### src/rtl/inst_loader.sv
// Boot loader: takes a length-prefixed little-endian byte stream, writes it into instruction memory,
// then releases the CPU and counts run-phase cycles, stalls and flushes.
module inst_loader #(
    parameter int unsigned MAX_WORDS = 256
) (
    input  logic        clk_i,
    input  logic        rst_n_i,
    input  logic [7:0]  byte_i,
    input  logic        byte_valid_i,
    output logic        byte_ready_o,
    input  logic        stall_i,
    input  logic        flush_i,
    output logic        imem_we_o,
    output logic [9:0]  imem_addr_o,
    output logic [31:0] imem_data_o,
    output logic        start_o,
    output logic        error_o,
    output logic [31:0] cycle_cnt_o,
    output logic [31:0] stall_cnt_o,
    output logic [31:0] flush_cnt_o
);

    localparam logic [16:0] MaxWords = 17'(MAX_WORDS);

    typedef enum logic [2:0] {
        StLen0,
        StLen1,
        StData,
        StWrite,
        StRun,
        StErr
    } state_e;

    state_e      state_q, state_d;
    logic        alive_q;
    logic [15:0] len_q, len_d;
    logic [8:0]  idx_q, idx_d;
    logic [1:0]  bcnt_q, bcnt_d;
    logic [23:0] asm_q, asm_d;
    logic [9:0]  addr_q, addr_d;
    logic [31:0] data_q, data_d;
    logic        start_q;
    logic [31:0] cyc_q, cyc_d;
    logic [31:0] stl_q, stl_d;
    logic [31:0] fls_q, fls_d;

    logic        accept;
    logic [15:0] n_word;
    logic [8:0]  idx_inc;

    // alive_q keeps the loader from accepting bytes while reset is (or has just been) asserted.
    assign byte_ready_o = alive_q &&
                          (state_q == StLen0 || state_q == StLen1 || state_q == StData);
    assign accept       = byte_valid_i && byte_ready_o;
    assign imem_we_o    = (state_q == StWrite);
    assign imem_addr_o  = addr_q;
    assign imem_data_o  = data_q;
    assign start_o      = start_q;
    assign error_o      = (state_q == StErr);
    assign cycle_cnt_o  = cyc_q;
    assign stall_cnt_o  = stl_q;
    assign flush_cnt_o  = fls_q;

    always_comb begin
        state_d = state_q;
        len_d   = len_q;
        idx_d   = idx_q;
        bcnt_d  = bcnt_q;
        asm_d   = asm_q;
        addr_d  = addr_q;
        data_d  = data_q;
        n_word  = {byte_i, len_q[7:0]};
        idx_inc = idx_q + 9'd1;

        unique case (state_q)
            StLen0: begin
                if (accept) begin
                    len_d[7:0] = byte_i;
                    state_d    = StLen1;
                end
            end
            StLen1: begin
                if (accept) begin
                    len_d = n_word;
                    if (n_word == 16'd0 || {1'b0, n_word} > MaxWords) begin
                        state_d = StErr;
                    end else begin
                        state_d = StData;
                        idx_d   = 9'd0;
                        bcnt_d  = 2'd0;
                    end
                end
            end
            StData: begin
                if (accept) begin
                    if (bcnt_q == 2'd3) begin
                        data_d  = {byte_i, asm_q};
                        addr_d  = {idx_q[7:0], 2'b00};
                        bcnt_d  = 2'd0;
                        state_d = StWrite;
                    end else begin
                        case (bcnt_q)
                            2'd0:    asm_d[7:0]   = byte_i;
                            2'd1:    asm_d[15:8]  = byte_i;
                            default: asm_d[23:16] = byte_i;
                        endcase
                        bcnt_d = bcnt_q + 2'd1;
                    end
                end
            end
            StWrite: begin
                idx_d   = idx_inc;
                state_d = ({7'd0, idx_inc} < len_q) ? StData : StRun;
            end
            StRun:   state_d = StRun;
            StErr:   state_d = StErr;
            default: state_d = StLen0;
        endcase
    end

    // Saturating run-phase counters; frozen at zero until the CPU is released.
    always_comb begin
        cyc_d = cyc_q;
        stl_d = stl_q;
        fls_d = fls_q;
        if (state_q == StRun) begin
            if (cyc_q != 32'hFFFF_FFFF)            cyc_d = cyc_q + 32'd1;
            if (stall_i && stl_q != 32'hFFFF_FFFF) stl_d = stl_q + 32'd1;
            if (flush_i && fls_q != 32'hFFFF_FFFF) fls_d = fls_q + 32'd1;
        end
    end

    always_ff @(posedge clk_i or negedge rst_n_i) begin
        if (!rst_n_i) begin
            state_q <= StLen0;
            alive_q <= 1'b0;
            len_q   <= 16'd0;
            idx_q   <= 9'd0;
            bcnt_q  <= 2'd0;
            asm_q   <= 24'd0;
            addr_q  <= 10'd0;
            data_q  <= 32'd0;
            start_q <= 1'b0;
            cyc_q   <= 32'd0;
            stl_q   <= 32'd0;
            fls_q   <= 32'd0;
        end else begin
            state_q <= state_d;
            alive_q <= 1'b1;
            len_q   <= len_d;
            idx_q   <= idx_d;
            bcnt_q  <= bcnt_d;
            asm_q   <= asm_d;
            addr_q  <= addr_d;
            data_q  <= data_d;
            start_q <= (state_d == StRun);
            cyc_q   <= cyc_d;
            stl_q   <= stl_d;
            fls_q   <= fls_d;
        end
    end

endmodule

### config.mk
export PLATFORM = sky130hd
export DESIGN_NAME = inst_loader
export DESIGN_NICKNAME = d
export VERILOG_FILES = /design/src/rtl/inst_loader.sv
export SDC_FILE = /design/constraint.sdc
export NUM_CORES = 1
export LEC_CHECK = 0
export ABC_AREA = 1
export CAP_MARGIN = 30
export CORE_ASPECT_RATIO = 0.9
export CORE_UTILIZATION = 55
export CTS_CLUSTER_SIZE = 25
export DETAILED_ROUTE_END_ITERATION = 10
export MAX_ROUTING_LAYER = met4
export PLACE_DENSITY = 0.8
export REMOVE_ABC_BUFFERS = 1
export SLEW_MARGIN = 20
export SYNTH_ARGS = -nofsm -noshare
export SYNTH_HDL_FRONTEND = slang
export SYNTH_SLANG_ARGS = --single-unit
### constraint.sdc
create_clock -name clk_i -period 2.7 [get_ports clk_i]
set_input_delay 0.405 -clock clk_i [delete_from_list [all_inputs] [get_ports clk_i]]
set_output_delay 0.405 -clock clk_i [all_outputs]
set_load 0.02 [all_outputs]
## Word level (Yosys, flattened, before mapping)

Cells that the tools add are included.

| storage, ports and cells | value |
|---|---|
| register bits after elaboration | 192 |
| word-level logic and storage cells | 80 |
| output and inout bits | 142 |

| operators by class | value |
|---|---|
| add/subtract/negate cells | 5 |
| muxes and demuxes | 17 |
| order comparisons | 2 |
| bitwise operators | 3 |
| eq/ne operators | 14 |
| reduce and logical (&&, ||, !) cells | 24 |

Operators with widths:

| cell | count |
|---|---|
| 32-bit by 1-bit adder with 32-bit output (second input constant) | 3 |
| 32-bit inequality test (second input constant) | 3 |
| 3-bit two-way mux | 6 |
| 9-bit two-way mux | 2 |
| 3-bit one-hot mux with 6 select lines | 1 |
| 9-bit one-hot mux with 2 select lines | 1 |
| 16-bit by 9-bit > comparator with 1-bit output (second input constant) | 1 |
| 16-bit zero test | 1 |
| 9-bit by 16-bit < comparator with 1-bit output | 1 |
| 8-bit one-hot mux with 2 select lines | 1 |
| 4-bit AND reduction | 4 |
| 9-bit by 1-bit adder with 9-bit output (second input constant) | 1 |
| 3-bit equality test (second input constant) | 3 |
| 3-bit AND reduction | 3 |
| 2-bit two-way mux | 4 |
| 8-bit two-way mux | 1 |
| 2-bit AND reduction | 4 |
| 3-bit by 2-bit equality test with 1-bit output (second input constant) | 2 |
| 2-bit inequality test (second input constant) | 3 |
| 1-bit logical AND | 4 |
| 2-bit one-hot mux with 2 select lines | 1 |
| 2-bit nonzero test | 2 |
| 3-bit by 1-bit equality test with 1-bit output (second input constant) | 1 |
| 3-bit zero test | 1 |
| other kinds (7) | 11 |

## Depth between registers and ports, before layout

| depth | value |
|---|---|
| depth in word-level cells | 8 |
| gate-level depth with buffers | 16 |
| mapped depth without buffers | 16 |

## Worst setup path after synthesis

Ideal clock, no wire load.

| timing | value |
|---|---|
| path kind | reg2reg |
| start | register idx_q[0] |
| end | register start_q, in the netlist start_o |
| cell stages (with the launch flop) | 14 |
| period minus slack after synthesis | 2.199 ns |
| data arrival time | 2.075 ns |
| library setup time | 0.125 ns |
| path slack | 0.501 ns |
| path through | dfrtp_1 ha_1 nand3_1 inv_1 nand4_1 or2_2 or2_0 and2_1 ha_1 and3_1 nand2_1 nand2_1 nand2_1 a21oi_1 |

| between the ends | value |
|---|---|
| cells in the longest elaborated chain, start to end | 5 |

Ends and longest elaborated chain:

| what | RTL line | RTL |
|---|---|---|
| from (decl) | 37 | `logic [8:0] idx_q, idx_d;` |
| from (signal assigned) | 151 | `idx_q <= idx_d;` |
| 9-bit by 1-bit adder with 9-bit output | 73 | `idx_inc = idx_q + 9'd1;` |
| 9-bit by 16-bit < comparator with 1-bit output | 113 | `state_d = ({7'd0, idx_inc} < len_q) ? StData : StRun;` |
| 3-bit two-way mux | 113 |  |
| 3-bit one-hot mux with 6 select lines | 75 | `unique case (state_q)` |
| 3-bit equality test | 156 | `start_q <= (state_d == StRun);` |
| to (signal assigned) | 156 |  |
| to (decl) | 42 | `logic start_q;` |

Every way passes these cells.
A chain may end at the register's enable or synchronous reset.

## Worst setup path after layout

Same ends and word-level chain as after synthesis.

==> flow_summary.ini <==
[run_status]
status = finished clean

[sta]
setup_slack_ns = 0.261
hold_violations = 0
rsz0062_at_grt = false
skew_ns = 0.0149
worstMarginPinSlew_ns = 0.836
fin_crit_sh_pct = 90.3
slew_headroom_pct = 44.3
setup_viol = 0
fin_setup_tns_ns = 0
fmax_ghz = 0.410
slew_violations = 0
fin_crit_ns = 2.44

[cts]
cts_made_buffers = 17
cts_setup_buffers = 0
tritoncts = yes
path_clk_slew_ns = 0.08
htreeDepth = 4
cts_hold_buf = 1
ctsResizeCount = 0
clock_path_buffers = 2
clock_latency_ns = 0.44
cts_root_buffer = clkbuf_16
cts.sinks = 192

[power_and_ir_drop]
seqPwrFrac_pct = 44.5
p_comb_share_pct = 22.8
ir_drop_mv = 0.461
clkPwrFrac_pct = 32.7
power_mw = 7.67
power.density_mw_per_mm2 = 605
p_leak_nw = 5.89
p_sw_mw = 2.68
p_int_mw = 4.99
power.share.switching_pct = 34.9

[routing]
first_iter_violations = 615
wire_per_inst_um = 14.5
vias_per_cell = 5.17
first_pass_iters = 5
wirelength_mm = 25.8
drc_errors = 0
num_vias = 9169
final_antenna_net_count = 0

[placement]
dp_worst_setup_slack_ns = 0.298
io_buffers = 152
post-dp-hpwl_mm = 18.7
placed_cells = 1742
gp_congestion = 0.970

[finish]
layoutNonFillerInstCount = 1774
area_delta_synth_final_pct = 22.4
finalNetCount = 1546
drive_gt1_share_pct = 6.80
multi_input_area_mm2 = 0.00486
nFillCells = 1512
antenna_cells = 0
regArea_mm2 = 0.00480
fin_util_pct = 68.8

[setup_path]
r2r-start = idx_q[0]
critPathLaunch = idx_q[0]
critPathTopFamily = simple AND/OR/NAND/NOR gates
critPathBufInv = 1
crit_path_start_kind = flip-flop
slowest_stage = dfrtp_1
max_stage_delay_ns = 0.44
required_ns = 3.02
critPathArrivalTime_ns = 2.76
path_max_fanout = 6
crit_type = reg -> reg
worst_setup_path_end_kind = flip-flop
worstPathCellList = ha_1, nand3_1, inv_1, nand4_1, or2_2, or2_0, and2_1, ha_1, and3_1, nand2_1, nand2_1, nand2_1, a21oi_1
cpMostUsedCell = nand2_1

[synthesis]
synth_area_leaders = dfrtp_1 46%, nand2_1 20%, xor2_1 4.5%
netlist_instances = 1364
synth_seq_cells = 192
synth_cell_type_count = 36
avgSynthCellArea_um2 = 7.59
syn_area_mm2 = 0.0104
yosysTopAreaCell = dfrtp_1
synth_seq_area_share_pct = 46.4
yosys_warnings = 0
yosysTopAreaCellShare_pct = 46.4

[die]
fp.dieW_um = 147
core_mm2 = 0.0184
initial_utilization_pct = 56.2
num_rows = 47
fp.dieH_um = 132
num_io_pins = 155
dieArea_mm2 = 0.0194

[worst_hold_path]
min_path_type = in -> async

[grt]
grt_pass1_vias = 8520
grt_use_total_pct = 28.3
antenna_found_initial = 0
grt_max_degree = 59
grt_pass1_wl_mm = 42.7
grt-ovfl-total = 0

[job]
drv_cap = 0
[metal layers]
metal,vias up,global-route usage [%],wire [µm]
li1,4573,-,-
met1,4250,40.3,12100
met2,309,42.6,11700
met3,37,3.29,1520
met4,0,8.74,463
met5,-,-,0
[cell usage after synthesis]
cell type / count
conb_1: 2
nand4_4: 1
nand3_1: 33
nand2_2: 4
nand3_2: 10
nor3b_1: 1
or2_2: 3
xnor2_1: 15
nor3_2: 9
dfrtp_1: 192
inv_4: 1
clkbuf_1: 6
nor3_1: 43
xor2_1: 53
buf_4: 7
nor2_1: 120
o21ai_1: 13
buf_2: 10
and2_1: 1
o21a_1: 1
a21boi_0: 2
nand4_1: 16
nand3b_1: 7
nand2_4: 1
inv_2: 13
a21oi_1: 5
or2_0: 1
nor2_2: 3
and3_1: 2
inv_1: 111
buf_6: 9
nor2_4: 2
ha_1: 16
o21ai_2: 13
nand2_1: 557
o21ai_0: 81
[worst reg2reg max path, cell delays in order, from the launching register on]
cell     delay [ns]
dfrtp_1        0.44
ha_1           0.22
nand3_1        0.12
inv_1          0.09
nand4_1        0.10
or2_2          0.30
or2_0          0.22
and2_1         0.15
ha_1           0.26
and3_1         0.16
nand2_1        0.08
nand2_1        0.05
nand2_1        0.07
a21oi_1        0.07
[per-stage QoR]
stage | hold WS (ns) | area (µm²)
floorplan | 0.109 | 10100
finish | 0.413 | 12700
global placement | 0.319 | 12100
detailed placement | 0.319 | 12100
global route | 0.432 | 12700
CTS | 0.411 | 12700
[power groups by stage]
stage / clock, mW / sequential [mW] / combinational [mW]
2_1_floorplan: 0 / 3.55 / 0.912
3_3_place_gp: 0 / 3.45 / 1.69
6_report: 2.51 / 3.41 / 1.75
5_1_grt: 2.67 / 3.45 / 1.94
4_1_cts: 2.56 / 3.41 / 1.76
3_5_place_dp: 0 / 3.45 / 1.75
[layout make-up]
class / count / share of cell area [%]
well taps: 245 / 2.42
multi-input cells: 1016 / 38.4
clock buffers: 17 / 3.36
repair buffers: 165 / 12.9
clock inverters: 14 / 1.30
flip-flops and latches: 192 / 37.9
inverters: 125 / 3.72
[worst paths after layout]
kind	depth (start not counted)	slack, ns	to
hold reg to reg	2	0.47	imem_data_o[12]
setup reg to reg	13	0.26	start_o
hold / removal	2	0.41	cycle_cnt_o[2]
setup / recovery	13	0.26	start_o
max in group asynchronous	3	1.44	flush_cnt_o[4]
min in group clk_i	2	0.47	imem_data_o[12]
[logic make-up after synthesis]
| kind of cell | synth area share (%) |
|---|---|
| fa+ha+maj | 1.93 |
| flops | 46.4 |
| xor+xnor | 5.75 |
| simple gates | 33.0 |
| other cells | 0.0725 |
| compound gates | 6.10 |
| buf+inv | 6.74 |
[registers in the layout, summed over array words and instances, names as in the netlist, 2 cells and up]
name / flops
asm_q: 24
bcnt_q: 2
cycle_cnt_o: 32
flush_cnt_o: 32
idx_q: 9
imem_addr_o: 8
imem_data_o: 32
len_q: 16
stall_cnt_o: 32
state_q: 3
[cells in the final DEF, fill, tap and decap left out, types with 2 or more instances in the layout]
cell type,instances
nand2_1,557
dfrtp_1,192
clkdlybuf4s50_1,151
nor2_1,120
inv_1,111
o21ai_0,81
xor2_1,53
nor3_1,43
nand3_1,33
clkbuf_16,17
nand4_1,16
ha_1,16
xnor2_1,15
inv_2,13
o21ai_2,13
o21ai_1,13
buf_4,11
nand3_2,10
nor3_2,8
nand3b_1,7
a21oi_1,5
inv_8,5
nand2_2,4
clkinv_8,4
or2_2,3
nor2_2,3
conb_1,3
clkinv_4,3
and3_1,2
nor2_4,2
a21boi_0,2
inv_6,2
Power figures use the tool's default switching activity.
